==> src/rtl/traffic_ctrl_nway_if.sv <==
// Purpose : bundles the sensor/emergency inputs and lamp/status outputs of the
//           N-way light controller.
// Ports   : i_sensor_near/i_sensor_far (per-way demand and long-queue sensors),
//           i_emg_req/i_emg_way (preemption request and target way),
//           o_red/o_yellow/o_green (per-way lamps), o_active_way, o_emg_active.
//           master = sensor/stimulus side, slave = controller side.
interface traffic_ctrl_nway_if #(
   parameter int N_WAYS = 4,
   parameter int WAY_W  = (N_WAYS > 1) ? $clog2(N_WAYS) : 1
) ();
   logic [N_WAYS-1:0] i_sensor_near;
   logic [N_WAYS-1:0] i_sensor_far;
   logic              i_emg_req;
   logic [WAY_W-1:0]  i_emg_way;
   logic [N_WAYS-1:0] o_red;
   logic [N_WAYS-1:0] o_yellow;
   logic [N_WAYS-1:0] o_green;
   logic [WAY_W-1:0]  o_active_way;
   logic              o_emg_active;

   modport master (
      output i_sensor_near, i_sensor_far, i_emg_req, i_emg_way,
      input  o_red, o_yellow, o_green, o_active_way, o_emg_active
   );

   modport slave (
      input  i_sensor_near, i_sensor_far, i_emg_req, i_emg_way,
      output o_red, o_yellow, o_green, o_active_way, o_emg_active
   );
endinterface

==> src/rtl/traffic_ctrl_nway.sv <==
// Purpose : N-way intersection light controller. Demand-driven round-robin
//           service with long/short green, gap-out and emergency preemption.
// Ports   : clk, rst (async active-high), bus (traffic_ctrl_nway_if.slave):
//           sensors and emergency request in, per-way lamps, active way and
//           emergency-active flag out. All outputs are registered; a demand
//           sampled in an IDLE cycle shows as green on the next cycle.
module traffic_ctrl_nway #(
   parameter int N_WAYS   = 4,
   parameter int T_LONG   = 20,
   parameter int T_SHORT  = 8,
   parameter int T_YELLOW = 3,
   parameter int T_ALLRED = 2,
   parameter int CNT_W    = 8
) (
   input logic                clk,
   input logic                rst,
   traffic_ctrl_nway_if.slave bus
);
   localparam int WAY_W = (N_WAYS > 1) ? $clog2(N_WAYS) : 1;

   localparam logic [CNT_W-1:0] C_LONG    = CNT_W'(T_LONG);
   localparam logic [CNT_W-1:0] C_SHORT   = CNT_W'(T_SHORT);
   localparam logic [CNT_W-1:0] C_GAP_MIN = CNT_W'(T_SHORT - 1);
   localparam logic [CNT_W-1:0] C_YEL_END = CNT_W'(T_YELLOW - 1);
   localparam logic [CNT_W-1:0] C_AR_END  = CNT_W'(T_ALLRED - 1);

   typedef enum logic [1:0] {
      S_IDLE,
      S_GREEN,
      S_YELLOW,
      S_ALLRED
   } state_t;

   state_t            state_q;
   logic [WAY_W-1:0]  active_q;
   logic [WAY_W-1:0]  last_q;
   logic [CNT_W-1:0]  elapsed_q;
   logic [CNT_W-1:0]  target_q;
   logic [N_WAYS-1:0] red_q;
   logic [N_WAYS-1:0] yellow_q;
   logic [N_WAYS-1:0] green_q;
   logic              emg_act_q;

   logic              emg_in_range;
   logic              emg_vld;
   logic              sel_found;
   logic [WAY_W-1:0]  sel_way;
   logic [N_WAYS-1:0] sel_oh;
   logic              select_now;
   logic              near_active;
   logic              green_done;
   logic              gap_out;

   // The range check only matters when N_WAYS is not a power of two;
   // otherwise every encodable way number is a real approach.
   generate
      if ((1 << WAY_W) > N_WAYS) begin : g_emg_chk
         assign emg_in_range = ({1'b0, bus.i_emg_way} < (WAY_W + 1)'(N_WAYS));
      end else begin : g_emg_all
         assign emg_in_range = 1'b1;
      end
   endgenerate

   assign emg_vld = bus.i_emg_req & emg_in_range;

   // Selection happens in every IDLE cycle and on the final ALLRED cycle.
   assign select_now = (state_q == S_IDLE) ||
                       ((state_q == S_ALLRED) && (elapsed_q == C_AR_END));

   // Round-robin search starting at last+1. Walking k downward means the
   // smallest offset with demand is the one that sticks; k == N_WAYS is the
   // last-served way itself, so it naturally has the lowest priority.
   always_comb begin
      int idx;
      sel_found = 1'b0;
      sel_way   = '0;
      idx       = 0;
      if (emg_vld) begin
         sel_found = 1'b1;
         sel_way   = bus.i_emg_way;
      end else begin
         for (int k = N_WAYS; k >= 1; k--) begin
            idx = (int'(last_q) + k) % N_WAYS;
            if (bus.i_sensor_near[idx]) begin
               sel_found = 1'b1;
               sel_way   = WAY_W'(idx);
            end
         end
      end
   end

   always_comb begin
      sel_oh          = '0;
      sel_oh[sel_way] = 1'b1;
   end

   assign near_active = bus.i_sensor_near[active_q];
   assign green_done  = (elapsed_q == target_q - 1'b1);
   assign gap_out     = !near_active && (elapsed_q >= C_GAP_MIN);

   always_ff @(posedge clk or posedge rst) begin
      if (rst) begin
         state_q   <= S_IDLE;
         active_q  <= '0;
         last_q    <= WAY_W'(N_WAYS - 1);
         elapsed_q <= '0;
         target_q  <= C_SHORT;
         red_q     <= '1;
         yellow_q  <= '0;
         green_q   <= '0;
         emg_act_q <= 1'b0;
      end else if (select_now) begin
         if (sel_found) begin
            // Green target is latched here and never revisited mid-green.
            state_q   <= S_GREEN;
            active_q  <= sel_way;
            last_q    <= sel_way;
            elapsed_q <= '0;
            target_q  <= bus.i_sensor_far[sel_way] ? C_LONG : C_SHORT;
            red_q     <= ~sel_oh;
            yellow_q  <= '0;
            green_q   <= sel_oh;
            emg_act_q <= emg_vld;
         end else begin
            state_q   <= S_IDLE;
            elapsed_q <= '0;
            red_q     <= '1;
            yellow_q  <= '0;
            green_q   <= '0;
            emg_act_q <= 1'b0;
         end
      end else begin
         case (state_q)
            S_GREEN: begin
               if (emg_vld && (bus.i_emg_way != active_q)) begin
                  // Preempted by another way: minimum green is not honoured.
                  state_q   <= S_YELLOW;
                  elapsed_q <= '0;
                  yellow_q  <= green_q;
                  green_q   <= '0;
                  emg_act_q <= 1'b0;
               end else if (emg_vld) begin
                  // Serving the emergency way: timer and gap-out frozen.
                  emg_act_q <= 1'b1;
               end else if (green_done || gap_out) begin
                  state_q   <= S_YELLOW;
                  elapsed_q <= '0;
                  yellow_q  <= green_q;
                  green_q   <= '0;
                  emg_act_q <= 1'b0;
               end else begin
                  emg_act_q <= 1'b0;
                  if (elapsed_q < target_q) begin
                     elapsed_q <= elapsed_q + 1'b1;
                  end
               end
            end
            S_YELLOW: begin
               if (elapsed_q == C_YEL_END) begin
                  state_q   <= S_ALLRED;
                  elapsed_q <= '0;
                  red_q     <= '1;
                  yellow_q  <= '0;
               end else begin
                  elapsed_q <= elapsed_q + 1'b1;
               end
            end
            S_ALLRED: begin
               elapsed_q <= elapsed_q + 1'b1;
            end
            default: begin
               state_q   <= S_IDLE;
               elapsed_q <= '0;
               red_q     <= '1;
               yellow_q  <= '0;
               green_q   <= '0;
               emg_act_q <= 1'b0;
            end
         endcase
      end
   end

   assign bus.o_red        = red_q;
   assign bus.o_yellow     = yellow_q;
   assign bus.o_green      = green_q;
   assign bus.o_active_way = active_q;
   assign bus.o_emg_active = emg_act_q;

endmodule
==> src/flat_wrapper.sv <==
// flat-port wrapper written by rule: the top's interface ports become plain ports
module traffic_ctrl_nway_flat 
#(
   parameter int N_WAYS   = 4,
   parameter int T_LONG   = 20,
   parameter int T_SHORT  = 8,
   parameter int T_YELLOW = 3,
   parameter int T_ALLRED = 2,
   parameter int CNT_W    = 8
)
  (clk, rst, bus_i_sensor_near, bus_i_sensor_far, bus_i_emg_req, bus_i_emg_way, bus_o_red, bus_o_yellow, bus_o_green, bus_o_active_way, bus_o_emg_active);
  traffic_ctrl_nway_if #(.N_WAYS(N_WAYS)) bus_i ();
  input logic clk;
  input logic rst;
  input wire logic [$bits(bus_i.i_sensor_near)-1:0] bus_i_sensor_near;
  input wire logic [$bits(bus_i.i_sensor_far)-1:0] bus_i_sensor_far;
  input wire logic [$bits(bus_i.i_emg_req)-1:0] bus_i_emg_req;
  input wire logic [$bits(bus_i.i_emg_way)-1:0] bus_i_emg_way;
  output wire logic [$bits(bus_i.o_red)-1:0] bus_o_red;
  output wire logic [$bits(bus_i.o_yellow)-1:0] bus_o_yellow;
  output wire logic [$bits(bus_i.o_green)-1:0] bus_o_green;
  output wire logic [$bits(bus_i.o_active_way)-1:0] bus_o_active_way;
  output wire logic [$bits(bus_i.o_emg_active)-1:0] bus_o_emg_active;
  assign bus_i.i_sensor_near = bus_i_sensor_near;
  assign bus_i.i_sensor_far = bus_i_sensor_far;
  assign bus_i.i_emg_req = bus_i_emg_req;
  assign bus_i.i_emg_way = bus_i_emg_way;
  assign bus_o_red = bus_i.o_red;
  assign bus_o_yellow = bus_i.o_yellow;
  assign bus_o_green = bus_i.o_green;
  assign bus_o_active_way = bus_i.o_active_way;
  assign bus_o_emg_active = bus_i.o_emg_active;
  traffic_ctrl_nway #(.N_WAYS(N_WAYS), .T_LONG(T_LONG), .T_SHORT(T_SHORT), .T_YELLOW(T_YELLOW), .T_ALLRED(T_ALLRED), .CNT_W(CNT_W)) u_core (.clk(clk), .rst(rst), .bus(bus_i));
endmodule
==> config.mk <==
export PLATFORM = sky130hd
export DESIGN_NAME = traffic_ctrl_nway_flat
export DESIGN_NICKNAME = d
export VERILOG_FILES = /design/src/rtl/traffic_ctrl_nway_if.sv /design/src/rtl/traffic_ctrl_nway.sv /design/src/flat_wrapper.sv
export SDC_FILE = /design/constraint.sdc
export NUM_CORES = 1
export LEC_CHECK = 0
export ABC_AREA = 0
export BUFFER_PORTS_ARGS = -buffer_cell sky130_fd_sc_hd__buf_2
export CAP_MARGIN = 15
export CORE_AREA = 10 10 67 69
export DETAILED_ROUTE_END_ITERATION = 10
export DIE_AREA = 0 0 77 79
export PLACE_DENSITY = 0.86
export SLEW_MARGIN = 20
export SYNTH_ARGS = -nofsm -noshare
export SYNTH_HDL_FRONTEND = slang
export SYNTH_SLANG_ARGS = --single-unit
==> constraint.sdc <==
create_clock -name clk -period 6.6 [get_ports clk]
set_clock_uncertainty 0.05 [all_clocks]
set_input_delay 1.32 -clock clk [delete_from_list [all_inputs] [get_ports clk]]
set_output_delay 1.32 -clock clk [all_outputs]
set_load 0.02 [all_outputs]
### Yosys cells after proc, flatten, opt, wreduce, memory -nomap -nowiden

Index checks and enable logic that the tools add are counted.

* register bits: 35
* input bits: 13
* output and inout bits: 15
* word-level logic and storage cells: 126

* $add $sub $neg: 6
* order comparisons: 9
* equal/unequal tests: 14
* mux-type cells: 64
* bitwise gates (word level): 5
* reductions and logical operators: 19

Operators by type and width (count)
* 4-bit two-way mux: 13
* 8-bit two-way mux: 6
* 8-bit case mux with 3 select lines: 1
* 1-bit two-way mux: 21
* 2-bit two-way mux: 10
* 3-bit by 4-bit < comparator with 1-bit output, second input constant: 4
* 4-bit case mux with 2 select lines: 2
* 1-bit binary-select mux with 2-bit select: 6
* 4-bit case mux with 3 select lines: 1
* 2-bit OR reduction: 6
* 8-bit by 1-bit adder with 8-bit output, second input constant: 1
* 8-bit by 1-bit equality test with 1-bit output, second input constant: 1
* 8-bit by 2-bit equality test with 1-bit output, second input constant: 1
* 8-bit equality test: 1
* 8-bit by 3-bit greater-or-equal comparator with 1-bit output, second input constant: 1
* 8-bit < comparator: 1
* 8-bit by 1-bit subtractor with 8-bit output, second input constant: 1
* 2-bit by 3-bit < comparator with 1-bit output, second input constant: 2
* 2-bit by 1-bit != test with 1-bit output, second input constant: 3
* 2-bit case mux with 3 select lines: 1
* 2-bit AND reduction: 3
* 5-bit two-way mux: 1
* 5-bit by 1-bit != test with 1-bit output, second input constant: 1
* 2-bit by 1-bit adder with 2-bit output, second input constant: 2
* other kinds (18): 27

### Depth between registers and ports, before layout

Gate-level depths: netlist of run 1.

* depth in word-level cells: 18
* depth in mapped cells: 10
* mapped depth without buffers: 8

### Least setup slack after synthesis of run 1

Ideal clock, no wire load.

* path kind: in2reg
* from: in bus_i_emg_req
* to: reg u_core.target_q[3]
* setup time: 0.073 ns
* data arrival time: 2.782 ns
* setup slack: 3.695 ns
* stages on the path: 7
* buffers on the path: 1
* cell sequence: buf_2 -> a21oi_1 -> o21ai_0 -> o32ai_1 -> mux4_2 -> nand2b_1 -> a21boi_1

* longest elaborated chain between the ends: 4

Ends and longest elaborated chain
* from (decl): line flat_wrapper.sv:17 `input wire logic [$bits(bus_i.i_emg_req)-1:0] bus_i_emg_req;`
* 2-bit two-way mux: line traffic_ctrl_nway.sv:78 `if (emg_vld) begin`
* 1-bit binary-select mux with 2-bit select: line traffic_ctrl_nway.sv:119 `target_q <= bus.i_sensor_far[sel_way] ? C_LONG : C_SHORT;`
* 1-bit two-way mux (implied by the code): line traffic_ctrl_nway.sv:119
* 5-bit two-way mux: line traffic_ctrl_nway.sv:119
* to (signal assigned): line traffic_ctrl_nway.sv:119
* to (decl): line traffic_ctrl_nway.sv:38 `logic [CNT_W-1:0] target_q;`

Several ways; a longest one is shown, not always the timed one. The select of a mux whose other input is x is not followed.
A chain may end at the register's enable or synchronous reset.

### Worst setup path in the final report of run 1

* from: in bus_i_sensor_near[3]
* to: reg u_core.state_q[1]

* longest elaborated chain between the ends: 7

Ends and longest elaborated chain
* from (decl): line flat_wrapper.sv:15 `input wire logic [$bits(bus_i.i_sensor_near)-1:0] bus_i_sensor_near;`
* 1-bit binary-select mux with 2-bit select: line traffic_ctrl_nway.sv:97 `assign near_active = bus.i_sensor_near[active_q];`
* 1-bit two-way mux (implied by the code): line traffic_ctrl_nway.sv:97
* 1-bit logical NOT: line traffic_ctrl_nway.sv:99 `assign gap_out = !near_active && (elapsed_q >= C_GAP_MIN);`
* 1-bit logical AND: line traffic_ctrl_nway.sv:99
* 1-bit logical OR: line traffic_ctrl_nway.sv:145 `end else if (green_done || gap_out) begin`
* 4-bit by 1-bit != test with 1-bit output (no source line)
* 4-bit AND reduction (no source line)
* to (signal assigned): line traffic_ctrl_nway.sv:103 `state_q <= S_IDLE;`
* to (signal assigned): line traffic_ctrl_nway.sv:146 `state_q <= S_YELLOW;`
* to (signal assigned): line traffic_ctrl_nway.sv:160 `state_q <= S_ALLRED;`
* to (decl): line traffic_ctrl_nway.sv:34 `state_t state_q;`

No other way between the ends. The select of a mux whose other input is x is not followed.

==> results.ini, run 1 <==
[global_route]
grt-ovfl-total=0
grt_pass1_vias=1518
antenna_found_initial=0
grt_usage_pct=14.09
grt_pass1_wl_mm=7.100
grt_max_degree=30

[timing]
fin_tns_setup_ps=0
maxSlewViolCount=0
final-setup-viol-count=0
fin_hold_ws_ps=459.8
hold_violations=0
slew_headroom_pct=28.39
period_needed_ps=2975
tightest_slew_ps=1062
period_share_pct=45.08
fmax_mhz=336.1
rsz0062_at_grt=false

[logic_synthesis]
async_reset_ff_share_pct=100.0
ys_warn_count=0
postSynthCellCount=187
ys_top_cells_by_area=dfrtp_1 (30%), dfstp_2 (10%), ha_1 (8.2%)
synth_ff_type=dfrtp_1
yosys.area.top_type=dfrtp_1
netlist_area_mm2=0.001833
avgSynthCellArea_um2=9.802
synth_seq_area_share_pct=40.07
ys_seq_elements=29
synth_cell_types=52
synth_edf_count=0
yosys.area.top_type_share_pct=30.03
synth_nets=212

[detailed_routing]
vias_per_cell=6.000
vias=1566
wl_mm=4.192
drt_iter0_markers=114
ant_nets=0
avgRoutedWirePerCell_um=16.06
route.detailed.drc=0
first_pass_iters=4

[floorplanning]
start_util_pct=56.72
die_width_um=77
die-area_mm2=0.006083
die_height_um=79
fp.coreArea_mm2=0.003232
row_count=21
ios=28

[critical_path]
end_kind=register
worstPathArrival_ps=3150
worst-path-buf-inv=1
start_kind=input port
critical_path.top_delay_family=multiplexers
max_stage_delay_ps=480
rrSetupSlack_ps=4160
r2r_cells=8
reg2reg_from=u_core.target_q[3]
rr_endpoint=u_core.state_q[1]
cpMaxStageDelayCell=mux4_2
path_cells=buf_2 -> mux4_2 -> a31o_1 -> nand4_2 -> nand3_2 -> nand2_2 -> mux2_2
path_class=input port to register
critPathRequiredTime_ps=6780
crit_fanout=11

[clock_network]
holdBufCountCts=0
clock_tree.root_cell=clkbuf_4
clock_sinks=29
path_clk_slew_ps=90
cts_buffer_depth=2
cts_buffers=5
clock_latency_ps=340
h-tree-depth=2
post_cts_resized=0
post_cts_buffers=0
cts_tree=built

[flow_run]
maxCapViolCount=0

[place]
portBuffers=27
hpwl_mm=3.142
place_congestion=0.8680

[cells_and_area]
n_antenna_cell=0
nFillCells=283
final_common_cell=buf_2
mostFrequentLayoutCells=buf_2 (27), dfrtp_1 (22), nor2_1 (16)
final_core_util_pct=64.34
layout-drive-gt1-share_pct=26.05
area_growth_pct=13.45
ff_latch_area_um2=734.5
nets=239
multi_input_area_mm2=0.001022

[power]
peakVddDrop_mv=0.2637
p_leak_nw=0.9585
power_density_mw_per_mm2=437.3

[outcome]
status=complete, no violations

[hold_path]
holdPathEnd=u_core.bus.o_green[3]
hold_path.class=register to register
min_path_cells=1
hold_start=u_core.bus.o_green[3]

-- worst max path at each step --
stage / start / cells past startpoint / slack, ps / end
detailed placement: bus_i_sensor_near[3] / 7 / 3260 / u_core.state_q[1]
finish: bus_i_sensor_near[3] / 7 / 3620 / u_core.state_q[1]
floorplan: bus_i_emg_req / 7 / 3690 / u_core.target_q[3]
CTS: bus_i_sensor_near[3] / 7 / 3630 / u_core.state_q[1]
global route: bus_i_sensor_near[3] / 7 / 3520 / u_core.state_q[1]
global placement: bus_i_sensor_near[3] / 7 / 3320 / u_core.state_q[1]
-- power breakdown --
| part | leakage (nW) | switching, mW | internal, mW |
|---|---|---|---|
| combinational | 0.546 | 0.284 | 0.170 |
| clock | 0.0455 | 0.0670 | 0.0904 |
| sequential | 0.367 | 0.0524 | 0.246 |
-- area by class of cell --
type                            instances  area share, %
Tap cell                               46          2.768
Inverter                               12          2.166
Sequential cell                        29          35.32
Clock inverter                          1          1.444
Clock buffer                            7          2.647
Timing Repair Buffer                   27          6.498
Multi-Input combinational cell        139          49.16
-- state kept, by name, summed over array words and instances (netlist names) --
register,count
u_core.last_q,2
u_core.target_q,2
u_core.elapsed_q,8
u_core.bus.o_active_way,2
u_core.bus.o_yellow,4
u_core.state_q,2
u_core.bus.o_green,4
u_core.bus.o_emg_active,1
u_core.bus.o_red,4
-- routing by layer --
metal	GRT usage, %	vias to the layer above	wire, um
met3	4.279	13	256
li1	-	737	-
met2	22.09	57	2031
met5	0	-	0
met4	6.934	0	99
met1	17.34	759	1804
-- worst register-to-register path, delay by kind of cell, from the launching register on --
kind                     cells  cell delay (ps)
AND/OR/NAND/NOR              4              920
flip-flops                   1              540
multiplexers                 1              320
AO/OA/AOI/OAI                1              230
adder cells (fa/ha/maj)      1              190
buffers and inverters        1               70
-- Yosys cell counts, types with 2 or more instances --
master,n
nand3_1,13
dfstp_2,7
dfrtp_1,22
nor2_1,16
a21boi_1,2
o211ai_1,5
nor3_1,5
o21ai_0,9
nor2b_1,4
nand2b_1,6
buf_2,4
a211o_1,2
nor4_1,2
a21o_1,5
mux4_2,2
inv_1,12
buf_6,2
a21oi_1,10
nand2_1,7
ha_1,12
a22o_1,4
xor2_1,6
-- metrics by stage --
stage / total power, mW / std cells / worst slack (ps) / cell area (um^2)
after floorplan: 0.6470 / 187 / 3695 / 1833
after detailed placement: 0.7506 / 253 / 3256 / 1987
after global placement: 0.7379 / 253 / 3323 / 1987
final: 0.9095 / 261 / 3625 / 2079
after global routing: 0.9814 / 261 / 3520 / 2079
after CTS: 0.9079 / 261 / 3626 / 2072
-- cells by family (layout without fill, tap and decap cells) --
logic type | count (synthesis) | count (layout) | share of synthesized area [%]
AO/OA/AOI/OAI | 53 | 53 | 21.78
XOR/XNOR | 7 | 7 | 3.345
adder cells (fa/ha/maj) | 12 | 12 | 8.191
buffers and inverters | 19 | 47 | 4.983
flip-flops | 29 | 29 | 40.07
multiplexers | 4 | 4 | 3.618
AND/OR/NAND/NOR | 63 | 63 | 18.02
(Power assumes the default switching activity.)
==> run 2: changes to the inputs <==
ABC_AREA = 1   (was 0)
CORE_AREA = 10 10 72 74   (was 10 10 67 69)
DIE_AREA = 0 0 82 84   (was 0 0 77 79)
PLACE_DENSITY = 0.84   (was 0.86)
clock period = 3.1 ns   (was 6.6 ns; I/O delays follow)
==> run 2 against run 1 <==
Register-to-register slack worse by 3200 ps. Critical path depth is 4 higher. Combinational power grew to 2.7 times the previous value. Sequential share of layout area is 5.0 points lower. Sequential power is 110% higher. Design area is 16% higher. Setup slack worse by 2600 ps. Synthesized area is 16% higher. Largest cell class unchanged. Count of clock-buffer cells in the layout stayed put.
==> results.ini, run 2 <==
[timing]
final-setup-viol-count=0  ; unchanged
period_share_pct=67.92
hold_violations=0  ; unchanged
fin_hold_ws_ps=354.8  ; was 459.8 ps
fin_tns_setup_ps=0  ; unchanged
rsz0062_at_grt=false  ; unchanged
fmax_mhz=475.0
maxSlewViolCount=0  ; unchanged
slew_headroom_pct=58.73  ; was 28.39%
period_needed_ps=2105
tightest_slew_ps=618.4  ; was 1062 ps

[clock_network]
holdBufCountCts=0  ; unchanged
path_clk_slew_ps=60  ; was 90 ps
clock_sinks=29  ; unchanged
cts_buffers=5  ; unchanged
post_cts_resized=0  ; unchanged
h-tree-depth=2  ; unchanged
clock_latency_ps=280  ; was 340 ps
cts_buffer_depth=2  ; unchanged
clock_tree.root_cell=clkbuf_8  ; was clkbuf_4
post_cts_buffers=0  ; unchanged
cts_tree=built  ; unchanged

[power]
peakVddDrop_mv=0.5747  ; was 0.2637 mV
power_density_mw_per_mm2=943.4  ; was 437.3 mW/mm^2
p_leak_nw=1.304  ; was 0.9585 nW

[logic_synthesis]
synth_edf_count=0  ; unchanged
synthTopCellsByCount=nand2_1 (82), inv_1 (35), nand3_1 (29), dfrtp_1 (22), nor2_1 (13)  ; was dfrtp_1 (22), nor2_1 (16), nand3_1 (13), ha_1 (12), inv_1 (12)
synth_ff_type=dfrtp_1  ; unchanged
yosys.area.top_type=dfrtp_1  ; unchanged
ys_top_cells_by_area=dfrtp_1 (26%), nand2_1 (14%), dfstp_2 (8.7%)  ; was dfrtp_1 (30%), dfstp_2 (10%), ha_1 (8.2%)
netlist_area_mm2=0.002126  ; was 0.001833 mm^2
yosys.area.top_type_share_pct=25.90  ; was 30.03%
ys_warn_count=0  ; unchanged
avgSynthCellArea_um2=7.485  ; was 9.802 um^2
synth_seq_area_share_pct=34.55  ; was 40.07%
synth_most_common_cell=nand2_1  ; was dfrtp_1
postSynthCellCount=284  ; was 187
synth_nets=309  ; was 212
synth_cell_types=38  ; was 52
async_reset_ff_share_pct=100.0  ; unchanged
ys_seq_elements=29  ; unchanged

[floorplanning]
die_width_um=82  ; was 77 um
ios=28  ; unchanged
die-area_mm2=0.006888  ; was 0.006083 mm^2
start_util_pct=55.13  ; was 56.72%
die_height_um=84  ; was 79 um
row_count=23  ; was 21
fp.coreArea_mm2=0.003856  ; was 0.003232 mm^2

[cells_and_area]
largest_register_ffs=8  ; unchanged
ff_latch_area_um2=734.5  ; unchanged
multi_input_area_mm2=0.001214  ; was 0.001022 mm^2
layout-drive-gt1-share_pct=23.73  ; was 26.05%
regMostFlops=u_core.elapsed_q  ; unchanged
nFillCells=353  ; was 283
mostFrequentLayoutCells=nand2_1 (82), inv_1 (35), nand3_1 (29)  ; was buf_2 (27), dfrtp_1 (22), nor2_1 (16)
final_common_cell=nand2_1  ; was buf_2
n_antenna_cell=0  ; unchanged
nets=340  ; was 239
fin_cells=366  ; was 261
area_growth_pct=13.77  ; was 13.45%

[detailed_routing]
wl_mm=5.070  ; was 4.192 mm
vias_per_cell=5.388  ; was 6.000
route.detailed.drc=0  ; unchanged
avgRoutedWirePerCell_um=13.85  ; was 16.06 um
drt_iter0_markers=209  ; was 114
vias=1972  ; was 1,566
ant_nets=0  ; unchanged
first_pass_iters=4  ; unchanged

[critical_path]
path_cells=inv_1 -> ha_1 -> or2_0 -> nand3_1 -> nor3_1 -> nor2_1 -> nand3_4 -> nand2_4 -> nand2_4 -> nand3_1 -> nand2_1  ; was buf_2 -> mux4_2 -> a31o_1 -> nand4_2 -> nand3_2 -> nand2_2 -> mux2_2
r2r_cells=11  ; was 8
max_stage_delay_ps=540  ; was 480 ps
reg2reg_from=u_core.target_q[3]  ; unchanged
path_class=register to register  ; was input port to register
worstPathArrival_ps=2220  ; was 3150 ps
cpMaxStageDelayCell=dfstp_2  ; was mux4_2
start_kind=register  ; was input port
crit_fanout=9  ; was 11
rrSetupSlack_ps=990  ; was 4160 ps
end_kind=register  ; unchanged
critPathRequiredTime_ps=3220  ; was 6780 ps
rr_endpoint=u_core.elapsed_q[5]  ; was u_core.state_q[1]

[global_route]
grt_pass1_wl_mm=8.769  ; was 7.100 mm
grt_usage_pct=15.87  ; was 14.09%
grt_pass1_vias=1975  ; was 1,518
antenna_found_initial=0  ; unchanged
grt-ovfl-total=0  ; unchanged
grt_max_degree=18  ; was 30

[place]
portBuffers=27  ; unchanged
place_congestion=1.007  ; was 0.8680
dp_cells=358  ; was 253
hpwl_mm=3.994  ; was 3.142 mm

[hold_path]
hold_path.class=input port to async pin  ; was register to register

[flow_run]
maxCapViolCount=0  ; unchanged

[outcome]
status=complete, no violations  ; unchanged

[run 2: cell count changes in the layout (fill, tap and decap cells not counted), moves of 6 or more]
cell      delta
nand2_2      +7
o21ai_2      +6
nand2b_1     -6
nand3_1     +16
nand2_1     +75
inv_1       +24
[run 2: area by class of cell]
type	instances	share of cell area, %
repair buffers	28	5.898
inverters	39	6.156
well taps	50	2.587
clock inverters	1	1.242
clock buffers	7	3.570
flip-flops and latches	29	30.37
multi-input cells	212	50.18
[run 2: logic make-up after synthesis]
kind of cell	after synthesis	synth area share, %
AND/OR/NAND/NOR	157	35.49
buffers and inverters	43	8.358
AO/OA/AOI/OAI	35	11.24
flip-flops	29	34.55
adder cells (fa/ha/maj)	12	7.063
XOR/XNOR	8	3.296
[run 2: metrics by stage]
| step | instance area (um^2) | setup WS, ps | power (mW) | util [%] |
|---|---|---|---|---|
| finish | 2419 | 994.6 | 2.282 | 62.72 |
| CTS | 2419 | 986.6 | 2.289 | 62.72 |
| floorplan | 2126 | 1150 | 1.610 | - |
| global placement | 2302 | 1087 | 1.831 | 59.70 |
| global route | 2419 | 856.6 | 2.477 | 62.72 |
| detailed placement | 2302 | 1002 | 1.871 | 59.70 |
[run 2: how the worst max path moves through the flow]
stage / start / to / slack [ps] / cells after the start
finish: u_core.target_q[3] / u_core.elapsed_q[5] / 990 / 11
global route: u_core.target_q[3] / u_core.elapsed_q[1] / 860 / 11
CTS: u_core.target_q[3] / u_core.elapsed_q[5] / 990 / 11
detailed placement: u_core.target_q[3] / u_core.elapsed_q[5] / 1000 / 11
global placement: u_core.target_q[3] / u_core.elapsed_q[1] / 1090 / 11
floorplan: u_core.target_q[3] / u_core.elapsed_q[1] / 1150 / 11
[run 2: metal layers]
layer	wire [um]	global-route usage [%]
met1	2133	18.23
met2	2579	26.75
met3	296	4.526
met4	61	5.728
met5	0	0
[run 2: report_power, final]
part / internal [mW] / leakage (nW) / switching [mW]
clock: 0.262 / 0.0585 / 0.142
combinational: 0.400 / 0.879 / 0.844
sequential: 0.518 / 0.366 / 0.116
total: 1.18 / 1.30 / 1.10
[run 2: critical path, delay by kind of cell, from the launching register on]
| family | cells | cell delay (ps) |
|---|---|---|
| AND/OR/NAND/NOR | 9 | 1070 |
| flip-flops | 1 | 540 |
| adder cells (fa/ha/maj) | 1 | 280 |
| buffers and inverters | 1 | 60 |
==> run 3: changes to the inputs <==
CORE_AREA = 10 10 75 77   (was 10 10 72 74)
DIE_AREA = 0 0 85 87   (was 0 0 82 84)
PLACE_DENSITY = 0.81   (was 0.84)
clock period = 1.8 ns   (was 3.1 ns; I/O delays follow)
==> run 3 against run 2 <==
The flow now finishes with violations (setup timing). Routed wire length rose by 73%. Combinational power rose to 3.4 times the previous value. Flip-flop and latch count did not move. Register-to-register slack got worse by 1400 ps. Sequential power rose by 78%. First-iteration DRC count rose by 72%. Count of clock-buffer cells in the layout fell by 2. Die area rose by 7.4%. Final cell count rose by 14%. Non-clock buffer count rose by 50. Critical path type unchanged. Largest power group unchanged.
==> results.ini, run 3 (synthesized netlist as in run 2, its figures left out) <==
[cells_and_area]
regMostFlops=u_core.elapsed_q  ; unchanged
mostFrequentLayoutCells=nand2_1 (51), buf_4 (41), inv_1 (30)  ; was nand2_1 (82), inv_1 (35), nand3_1 (29)
largest_register_ffs=8  ; unchanged
n_antenna_cell=0  ; unchanged
nets=391  ; was 340
layout-drive-gt1-share_pct=49.86  ; was 23.73%
fin_cells=419  ; was 366
area_growth_pct=49.68  ; was 13.77%
finalInstanceArea_mm2=0.003182  ; was 0.002419 mm^2
final_common_cell=nand2_1  ; unchanged
final_core_util_pct=75.15  ; was 62.72%

[detailed_routing]
vias=2599  ; was 1,972
route.detailed.drc=0  ; unchanged
ant_nets=0  ; unchanged
wl_mm=8.796  ; was 5.070 mm
drt_iter0_markers=359  ; was 209
first_pass_iters=5  ; was 4
vias_per_cell=6.203  ; was 5.388
avgRoutedWirePerCell_um=20.99  ; was 13.85 um

[place]
dp_cells=396  ; was 358
pre_cts_slack_ps=-197.9  ; was 1002 ps
hpwl_mm=4.334  ; was 3.994 mm
placed_area_mm2=0.002595  ; was 0.002302 mm^2
place_congestion=0.9018  ; was 1.007
portBuffers=27  ; unchanged

[critical_path]
path_cells=inv_2 -> ha_4 -> or2_0 -> nand3_1 -> nor3_2 -> nor2_2 -> nand3_4 -> buf_4 -> nand3_4 -> nand2_1 -> o21ai_1  ; was inv_1 -> ha_1 -> or2_0 -> nand3_1 -> nor3_1 -> nor2_1 -> nand3_4 -> nand2_4 -> nand2_4 -> nand3_1 -> nand2_1
crit_fanout=5  ; was 9
cpMaxStageDelayCell=dfstp_2  ; unchanged
max_stage_delay_ps=550  ; was 540 ps
reg2reg_from=u_core.target_q[3]  ; unchanged
path_class=register to register  ; unchanged
worst-path-buf-inv=2  ; was 1
end_kind=register  ; unchanged
worstPathArrival_ps=2280  ; was 2220 ps
cp-startpoint=u_core.target_q[3]  ; unchanged
cpMostUsedCell=nand3_4
critPathRequiredTime_ps=1920  ; was 3220 ps
start_kind=register  ; unchanged
critical_path.top_delay_family=simple AND/OR/NAND/NOR gates  ; unchanged

[global_route]
antenna_found_initial=0  ; unchanged
grt_max_degree=30  ; was 18
grt_pass1_vias=2238  ; was 1,975
grt_pass1_wl_mm=10.21  ; was 8.769 mm
grt-ovfl-total=0  ; unchanged
grt_usage_pct=16.52  ; was 15.87%

[power]
peakVddDrop_mv=1.287  ; was 0.5747 mV
finalPower_mw=5.895  ; was 2.282 mW
p_leak_nw=1.684  ; was 1.304 nW
power_density_mw_per_mm2=1853  ; was 943.4 mW/mm^2

[clock_network]
path_clk_slew_ps=70  ; was 60 ps
clock_latency_ps=300  ; was 280 ps
cts_buffers=5  ; unchanged
cts_tree=built  ; unchanged
clock_tree.root_cell=clkbuf_8  ; unchanged
holdBufCountCts=0  ; unchanged
cts_buffer_depth=2  ; unchanged
clock_sinks=29  ; unchanged
h-tree-depth=2  ; unchanged

[timing]
fin_hold_ws_ps=98.05  ; was 354.8 ps
hold_violations=0  ; unchanged
fin_tns_setup_ps=-7644  ; was 0 ps
period_needed_ps=2163  ; was 2105 ps
tightest_slew_ps=394.6  ; was 618.4 ps
period_share_pct=120.2  ; was 67.92%
fmax_mhz=462.2  ; was 475.0 MHz
maxSlewViolCount=0  ; unchanged
setup_ws_ps=-363.4  ; was 994.6 ps
rsz0062_at_grt=true  ; was false
final-setup-viol-count=28  ; was 0
slew_headroom_pct=73.60  ; was 58.73%

[floorplanning]
die-area_mm2=0.007395  ; was 0.006888 mm^2
row_count=24  ; was 23
die_height_um=87  ; was 84 um
start_util_pct=50.21  ; was 55.13%
die_width_um=85  ; was 82 um
fp.coreArea_mm2=0.004234  ; was 0.003856 mm^2
ios=28  ; unchanged

[outcome]
status=finished, violations left  ; was complete, no violations
violations=setup timing

[hold_path]
hold_path.class=input port to async pin  ; unchanged

[flow_run]
maxCapViolCount=0  ; unchanged

==> run 3: cell count changes in the layout (fill, tap and decap cells not counted), moves of 5 or more <==
cell,change
buf_4,+40
nand2_1,-31
nand2_4,+17
nand2_2,+13
buf_6,+9
nand3_1,-9
nand3_4,+6
inv_1,-5
==> run 3: tightest hold or removal path: cells and delay by family <==
| family | cells | cell delay, ps |
|---|---|---|
| buffers and inverters | 3 | 510 |
==> run 3: worst paths after layout <==
kind                                           to  slack, ps  cells past startpoint
hold reg to reg            u_core.bus.o_yellow[1]        460                      2
setup reg to reg            u_core.bus.o_green[2]       -360                     11
hold / removal              u_core.bus.o_green[3]        100                      3
setup / recovery            u_core.bus.o_green[2]       -360                     11
max in group asynchronous        u_core.last_q[0]       1280                      3
min in group clk               u_core.target_q[3]        310                      4
==> run 3: cell type report <==
type | instances | area [um^2]
Tap cell | 52 | 65.06
Sequential cell | 29 | 734.5
Clock buffer | 5 | 68.82
Inverter | 39 | 163.9
Clock inverter | 3 | 17.52
Multi-Input combinational cell | 213 | 1568
Timing Repair Buffer | 78 | 564.3
Fill cell | 220 | 1052
==> run 3: repair_timing <==
item	CTS	global route
cloned	1	0
gates resized for setup	35	66
pin swaps	20	28
endpoints found under the setup margin	28	28
buffers inserted	2	13
==> run 3: metal layers <==
| metal | GRT usage [%] | up-vias | part of all wire, % |
|---|---|---|---|
| li1 | - | 1083 | - |
| met1 | 18.14 | 1207 | 36 |
| met2 | 29.70 | 235 | 46 |
| met3 | 3.558 | 74 | 10 |
| met4 | 7.335 | 0 | 7.3 |
| met5 | 0 | - | 0 |
==> run 3: where the power goes <==
part | total (mW) | switching (mW) | leakage, nW | internal (mW)
logic | 4.22 | 2.57 | 1.27 | 1.65
clock network | 0.550 | 0.284 | 0.0439 | 0.266
registers | 1.13 | 0.233 | 0.366 | 0.892
total | 5.90 | 3.09 | 1.68 | 2.81
